## src/rtl/xor_cipher_pkg.sv

```systemverilog
// Shared definitions for the XOR stream cipher (encoder and decoder).
// Holds the default LFSR taps/seed and the single LFSR step function.
package xor_cipher_pkg;

    localparam logic [31:0] DEFAULT_POLY = 32'h04C11DB7;
    localparam logic [31:0] DEFAULT_SEED = 32'h00000001;
    localparam logic [31:0] ZERO_SUBST   = 32'h00000001;
    localparam int          WORD_W       = 32;

    // Galois LFSR, left-shifting: taps are applied when the MSB falls out.
    function automatic logic [31:0] lfsr_next(
        input logic [31:0] state,
        input logic [31:0] poly
    );
        return {state[30:0], 1'b0} ^ (state[31] ? poly : 32'h0);
    endfunction

    // An all-zero LFSR would lock up, so a zero seed is replaced.
    function automatic logic [31:0] seed_fix(input logic [31:0] seed);
        return (seed == 32'h0) ? ZERO_SUBST : seed;
    endfunction

endpackage

```

## src/rtl/xor_stream_decoder_if.sv

```systemverilog
// Word stream bus around the decoder: ciphertext in, plaintext out.
// slave = decoder side, master = source/consumer side.
interface xor_stream_decoder_if;
    import xor_cipher_pkg::*;

    logic              in_valid;
    logic              in_ready;
    logic [WORD_W-1:0] in_data;
    logic              out_valid;
    logic              out_ready;
    logic [WORD_W-1:0] out_data;

    modport slave (
        input  in_valid,
        input  in_data,
        input  out_ready,
        output in_ready,
        output out_valid,
        output out_data
    );

    modport master (
        output in_valid,
        output in_data,
        output out_ready,
        input  in_ready,
        input  out_valid,
        input  out_data
    );

endinterface

```

## src/rtl/xor_stream_decoder_lfsr32_step.sv

```systemverilog
// One combinational step of the 32-bit Galois keystream LFSR.
// Ports: state_i (current), poly_i (taps) -> next_o (advanced state).
module lfsr32_step
    import xor_cipher_pkg::*;
(
    input  logic [31:0] state_i,
    input  logic [31:0] poly_i,
    output logic [31:0] next_o
);

    assign next_o = lfsr_next(state_i, poly_i);

endmodule

```

## src/rtl/xor_stream_decoder.sv

```systemverilog
// XOR stream cipher receiver: plaintext = ciphertext ^ LFSR keystream.
// Ports: clk, rst (async high), seed_load_i/seed_i (re-key),
// bus (slave: in/out valid-ready words), word_cnt_o (accepted words).
module xor_stream_decoder
    import xor_cipher_pkg::*;
#(
    parameter logic [31:0] POLY      = DEFAULT_POLY,
    parameter logic [31:0] INIT_SEED = DEFAULT_SEED,
    parameter int          CNT_W     = 16
) (
    input  logic                 clk,
    input  logic                 rst,
    input  logic                 seed_load_i,
    input  logic [31:0]          seed_i,
    xor_stream_decoder_if.slave  bus,
    output logic [CNT_W-1:0]     word_cnt_o
);

    logic [31:0]      lfsr_q, lfsr_d;
    logic [31:0]      data_q, data_d;
    logic             valid_q, valid_d;
    logic [CNT_W-1:0] cnt_q, cnt_d;
    logic [31:0]      lfsr_step;
    logic             ready;
    logic             accept;

    lfsr32_step u_step (
        .state_i (lfsr_q),
        .poly_i  (POLY),
        .next_o  (lfsr_step)
    );

    // Output slot is free when empty or being drained this cycle.
    assign ready  = !rst && !seed_load_i && (!valid_q || bus.out_ready);
    assign accept = bus.in_valid && ready;

    always_comb begin
        lfsr_d  = lfsr_q;
        data_d  = data_q;
        valid_d = valid_q;
        cnt_d   = cnt_q;
        if (seed_load_i) begin
            // Held word belongs to the old key: drop it.
            lfsr_d  = seed_fix(seed_i);
            valid_d = 1'b0;
            cnt_d   = '0;
        end else if (accept) begin
            data_d  = bus.in_data ^ lfsr_q;
            valid_d = 1'b1;
            lfsr_d  = lfsr_step;
            cnt_d   = cnt_q + 1'b1;
        end else if (valid_q && bus.out_ready) begin
            valid_d = 1'b0;
        end
    end

    always_ff @(posedge clk or posedge rst) begin
        if (rst) begin
            lfsr_q  <= INIT_SEED;
            data_q  <= '0;
            valid_q <= 1'b0;
            cnt_q   <= '0;
        end else begin
            lfsr_q  <= lfsr_d;
            data_q  <= data_d;
            valid_q <= valid_d;
            cnt_q   <= cnt_d;
        end
    end

    assign bus.in_ready  = ready;
    assign bus.out_valid = valid_q;
    assign bus.out_data  = data_q;
    assign word_cnt_o    = cnt_q;

endmodule

```

## src/flat_wrapper.sv

```systemverilog
// flat-port wrapper written by rule: the top's interface ports become plain ports
module xor_stream_decoder_flat import xor_cipher_pkg::*;
#(
    parameter logic [31:0] POLY      = DEFAULT_POLY,
    parameter logic [31:0] INIT_SEED = DEFAULT_SEED,
    parameter int          CNT_W     = 16
)
  (clk, rst, seed_load_i, seed_i, word_cnt_o, bus_in_valid, bus_in_data, bus_out_ready, bus_in_ready, bus_out_valid, bus_out_data);
  xor_stream_decoder_if bus_i ();
  input  logic clk;
  input  logic rst;
  input  logic seed_load_i;
  input  logic [31:0] seed_i;
  output logic [CNT_W-1:0] word_cnt_o;
  input wire logic [$bits(bus_i.in_valid)-1:0] bus_in_valid;
  input wire logic [$bits(bus_i.in_data)-1:0] bus_in_data;
  input wire logic [$bits(bus_i.out_ready)-1:0] bus_out_ready;
  output wire logic [$bits(bus_i.in_ready)-1:0] bus_in_ready;
  output wire logic [$bits(bus_i.out_valid)-1:0] bus_out_valid;
  output wire logic [$bits(bus_i.out_data)-1:0] bus_out_data;
  assign bus_i.in_valid = bus_in_valid;
  assign bus_i.in_data = bus_in_data;
  assign bus_i.out_ready = bus_out_ready;
  assign bus_in_ready = bus_i.in_ready;
  assign bus_out_valid = bus_i.out_valid;
  assign bus_out_data = bus_i.out_data;
  xor_stream_decoder #(.POLY(POLY), .INIT_SEED(INIT_SEED), .CNT_W(CNT_W)) u_core (.clk(clk), .rst(rst), .seed_load_i(seed_load_i), .seed_i(seed_i), .bus(bus_i), .word_cnt_o(word_cnt_o));
endmodule
```

## config.mk

```make
export PLATFORM = sky130hd
export DESIGN_NAME = xor_stream_decoder_flat
export DESIGN_NICKNAME = d
export VERILOG_FILES = /design/src/rtl/xor_cipher_pkg.sv /design/src/rtl/xor_stream_decoder_if.sv /design/src/rtl/xor_stream_decoder_lfsr32_step.sv /design/src/rtl/xor_stream_decoder.sv /design/src/flat_wrapper.sv
export SDC_FILE = /design/constraint.sdc
export NUM_CORES = 1
export LEC_CHECK = 0
export ABC_AREA = 0
export ABC_CLOCK_PERIOD_IN_PS = 4300
export CAP_MARGIN = 5
export CORE_MARGIN = 1
export CORE_UTILIZATION = 44
export CTS_BUF_LIST = sky130_fd_sc_hd__clkbuf_16
export DETAILED_ROUTE_END_ITERATION = 16
export MAX_ROUTING_LAYER = met4
export PLACE_DENSITY_LB_ADDON = 0.3
export SYNTH_ARGS = -nofsm -noshare
export SYNTH_HDL_FRONTEND = slang
export SYNTH_SLANG_ARGS = --single-unit
```

## constraint.sdc

```tcl
create_clock -name clk -period 4.3 [get_ports clk]
set_clock_uncertainty 0.2 [all_clocks]
set_input_delay 1.29 -clock clk [delete_from_list [all_inputs] [get_ports clk]]
set_output_delay 1.29 -clock clk [all_outputs]
set_load 0.03 [all_outputs]
```

==> impl_metrics.json <==
{
  "outcome": "finished clean",
  "layout-drive-gt1-share_pct": 6.29,
  "avgSynthCellArea_um2": 9.95,
  "clkSlewWorstSetupHoldPaths_ps": 60,
  "area_growth_syn_to_layout_pct": 39.6,
  "ys_types": 39,
  "drt_iter0_drc": 162,
  "synthArstFlopShare_pct": 100,
  "grt-ovfl-total": 0,
  "cp-start-kind": "input pin",
  "drv_slew": 0,
  "seq_area_um2": 2030,
  "routabilityCongestion": 0.781,
  "power.leakage_uw": 0.00227,
  "n_antenna_cell": 0,
  "hpwlAfterDp_um": 6450,
  "port_buffers": 118,
  "synth_edf_count": 0,
  "ctsResizeCount": 0,
  "critical_path.max_stage_delay_ps": 490,
  "worstSkewPairLatency_ps": 330,
  "synth-main-ff-cell": "dfrtp_1",
  "routed_wl_um": 9340,
  "cts_buffer_depth": 2,
  "yosys.area_share.simple_pct": 16.3,
  "wire_per_inst_um": 15.1,
  "rsz0062_at_grt": "false",
  "coreArea_um2": 8680,
  "fin_cells": 617,
  "cp-end-kind": "output pin",
  "post-cts-setup-buffer-count": 0,
  "syn_inst": 393,
  "tightest_slew_ps": 1030,
  "row_count": 34,
  "finalNetCount": 574,
  "place_inst": 601,
  "critPathKind": "in -> out",
  "max-slew-margin-rel_pct": 31.5,
  "ys_ff_latch": 81,
  "die_w_um": 96.3,
  "viasPerCell": 5.21,
  "synthMuxAreaShare_pct": 3.59,
  "synth_nets": 463,
  "io-pin-count": 119,
  "cts_tree": "done",
  "cts.sinks": 81,
  "track_usage_pct": 22.0,
  "dr.pass1.iters": 4,
  "dr_total_vias": 3213,
  "cts_max_level": 3,
  "multi_input_area_um2": 1750,
  "cts_buffers": 9,
  "cp_data_required_time_ps": 2810,
  "period_share_pct": 89.4,
  "hold_buffers": 0,
  "p_per_area_nw_per_um2": 422,
  "remaining_drc_errors": 0,
  "antenna_left": 0,
  "die-area_um2": 9260,
  "setup_viol": 0,
  "irDropWorstVdd_mv": 0.243,
  "clock.fmax_mhz": 260,
  "grt_pass1_vias": 3131,
  "synthAdderAreaFrac_pct": 0.320,
  "grt_first_pass_wirelength_um": 15000,
  "synthXorXnorAreaFrac_pct": 11.4,
  "nFillCells": 762,
  "synth_area_um2": 3910,
  "die_y_um": 96.3,
  "postPlaceCellArea_um2": 5140,
  "finalHoldViolCount": 0,
  "cap_violations": 0,
  "finalSetupTns_ps": 0,
  "start_util_pct": 45.0,
  "antenna_found_initial": 0,
  "design_area_um2": 5460,
  "synth_warnings": 0,
  "fin_crit_ps": 3850,
  "crit_chain": "clkdlybuf4s50_1 -> nor2_4 -> and2_1 -> buf_4",
  "synth_compound_area_share_pct": 13.0,
  "grt_max_degree": 82,
  "worst_ep_arrival_time_ps": 2360,
  "cp_slowest_cell": "clkdlybuf4s50_1",
  "cts_root_buf": "clkbuf_16",
  "yosysSeqAreaShare_pct": 51.9,
  "hp-class": "reg -> reg",
  "synth_top_family_by_area": "simple AND/OR/NAND/NOR gates",
  "critPathMaxFanout": 8
}
==> cell families after synthesis <==
group / after synthesis
AOI/OAI and AO/OA: 86
adders and majority gates: 1
and+or+nand+nor: 133
muxes: 14
xor gates and xnor gates: 51
buffers and inverters: 27
DFF: 81
==> synth_stat cells, types with 2 or more instances <==
master / number / area (um2)
mux2i_1: 14 / 140
buf_4: 3 / 22.5
inv_1: 3 / 11.3
dfrtp_1: 80 / 2000
buf_2: 7 / 35.0
xor2_1: 18 / 158
a22oi_1: 17 / 128
o31ai_1: 4 / 30.0
o41ai_1: 2 / 17.5
nand3_1: 5 / 25.0
buf_6: 2 / 22.5
or3_1: 3 / 18.8
o21ai_0: 50 / 250
nand2_1: 87 / 327
nor2_1: 6 / 22.5
a21oi_1: 8 / 40.0
and4_1: 2 / 17.5
or4_1: 6 / 45.0
nand4_1: 6 / 37.5
and2_1: 2 / 12.5
nor4_1: 5 / 31.3
o311ai_0: 2 / 17.5
clkbuf_1: 12 / 45.0
and3_1: 2 / 12.5
xnor2_1: 33 / 289
==> sequential cells by signal, indices dropped and copies added (netlist names) <==
signal,flops
u_core.bus.out_valid,1
u_core.lfsr_q,32
u_core.bus.out_data,32
u_core.word_cnt_o,16
==> cell type report <==
type / instances / area share (%)
flip-flops and latches: 81 / 37.2
clock inverters: 7 / 1.60
repair buffers: 124 / 22.3
well taps: 108 / 2.48
clock buffers: 9 / 4.13
inverters: 3 / 0.229
multi-input cells: 285 / 32.1
==> worst paths after layout <==
| path | startpoint | end | slack, ps | cells past startpoint |
|---|---|---|---|---|
| max | rst | bus_in_ready | 450 | 4 |
| max reg2reg | u_core.word_cnt_o[3]$_DFFE_PP0P_ | u_core.word_cnt_o[13]$_DFFE_PP0P_ | 2200 | 4 |
| min in group asynchronous | rst | u_core.word_cnt_o[8]$_DFFE_PP0P_ | 1510 | 3 |
| max in group asynchronous | rst | u_core.bus.out_data[8]$_DFFE_PP0P_ | 1700 | 3 |
| min | u_core.bus.out_data[4]$_DFFE_PP0P_ | u_core.bus.out_data[4]$_DFFE_PP0P_ | 280 | 2 |
| min reg2reg | u_core.bus.out_data[4]$_DFFE_PP0P_ | u_core.bus.out_data[4]$_DFFE_PP0P_ | 280 | 2 |
==> where the power goes <==
part	switching (uW)	internal, uW	total (uW)
registers	80.5	863	944
clock network	302	503	806
logic	292	260	552
==> metal layers <==
| metal | global-route usage, % | vias to the layer above | wire length (um) |
|---|---|---|---|
| li1 | - | 1578 | - |
| met1 | 29.2 | 1549 | 4430 |
| met2 | 34.4 | 79 | 4410 |
| met3 | 4.42 | 7 | 417 |
| met4 | 5.97 | 0 | 89 |
| met5 | - | - | 0 |
==> metrics by stage <==
step / hold slack (ps) / total power [uW] / setup WS [ps] / utilization, %
after floorplan: 288 / 1250 / 65.9 / -
after global placement: 261 / 1500 / 518 / 59.3
after detailed placement: 271 / 1510 / 468 / 59.3
after CTS: 284 / 2320 / 464 / 62.9
after global routing: 309 / 2410 / 439 / 62.9
final: 278 / 2300 / 454 / 62.9
==> worst max-delay path, delay by kind of cell <==
kind,cells,cell delay [ps]
buffers and inverters,2,650
and+or+nand+nor,2,410
==> placed cells by master, fill, tap and decap left out, types with 3 or more instances in the layout <==
| cell type | n |
|---|---|
| clkdlybuf4s50_1 | 116 |
| nand2_1 | 87 |
| dfrtp_1 | 80 |
| o21ai_0 | 50 |
| xnor2_1 | 33 |
| xor2_1 | 18 |
| a22oi_1 | 17 |
| mux2i_1 | 14 |
| clkbuf_16 | 9 |
| a21oi_1 | 8 |
| buf_4 | 7 |
| or4_1 | 6 |
| nand4_1 | 6 |
| nor2_1 | 6 |
| nor4_1 | 5 |
| nand3_1 | 4 |
| o31ai_1 | 4 |
| inv_1 | 4 |
| or3_1 | 3 |
(Power assumes the default switching activity.)
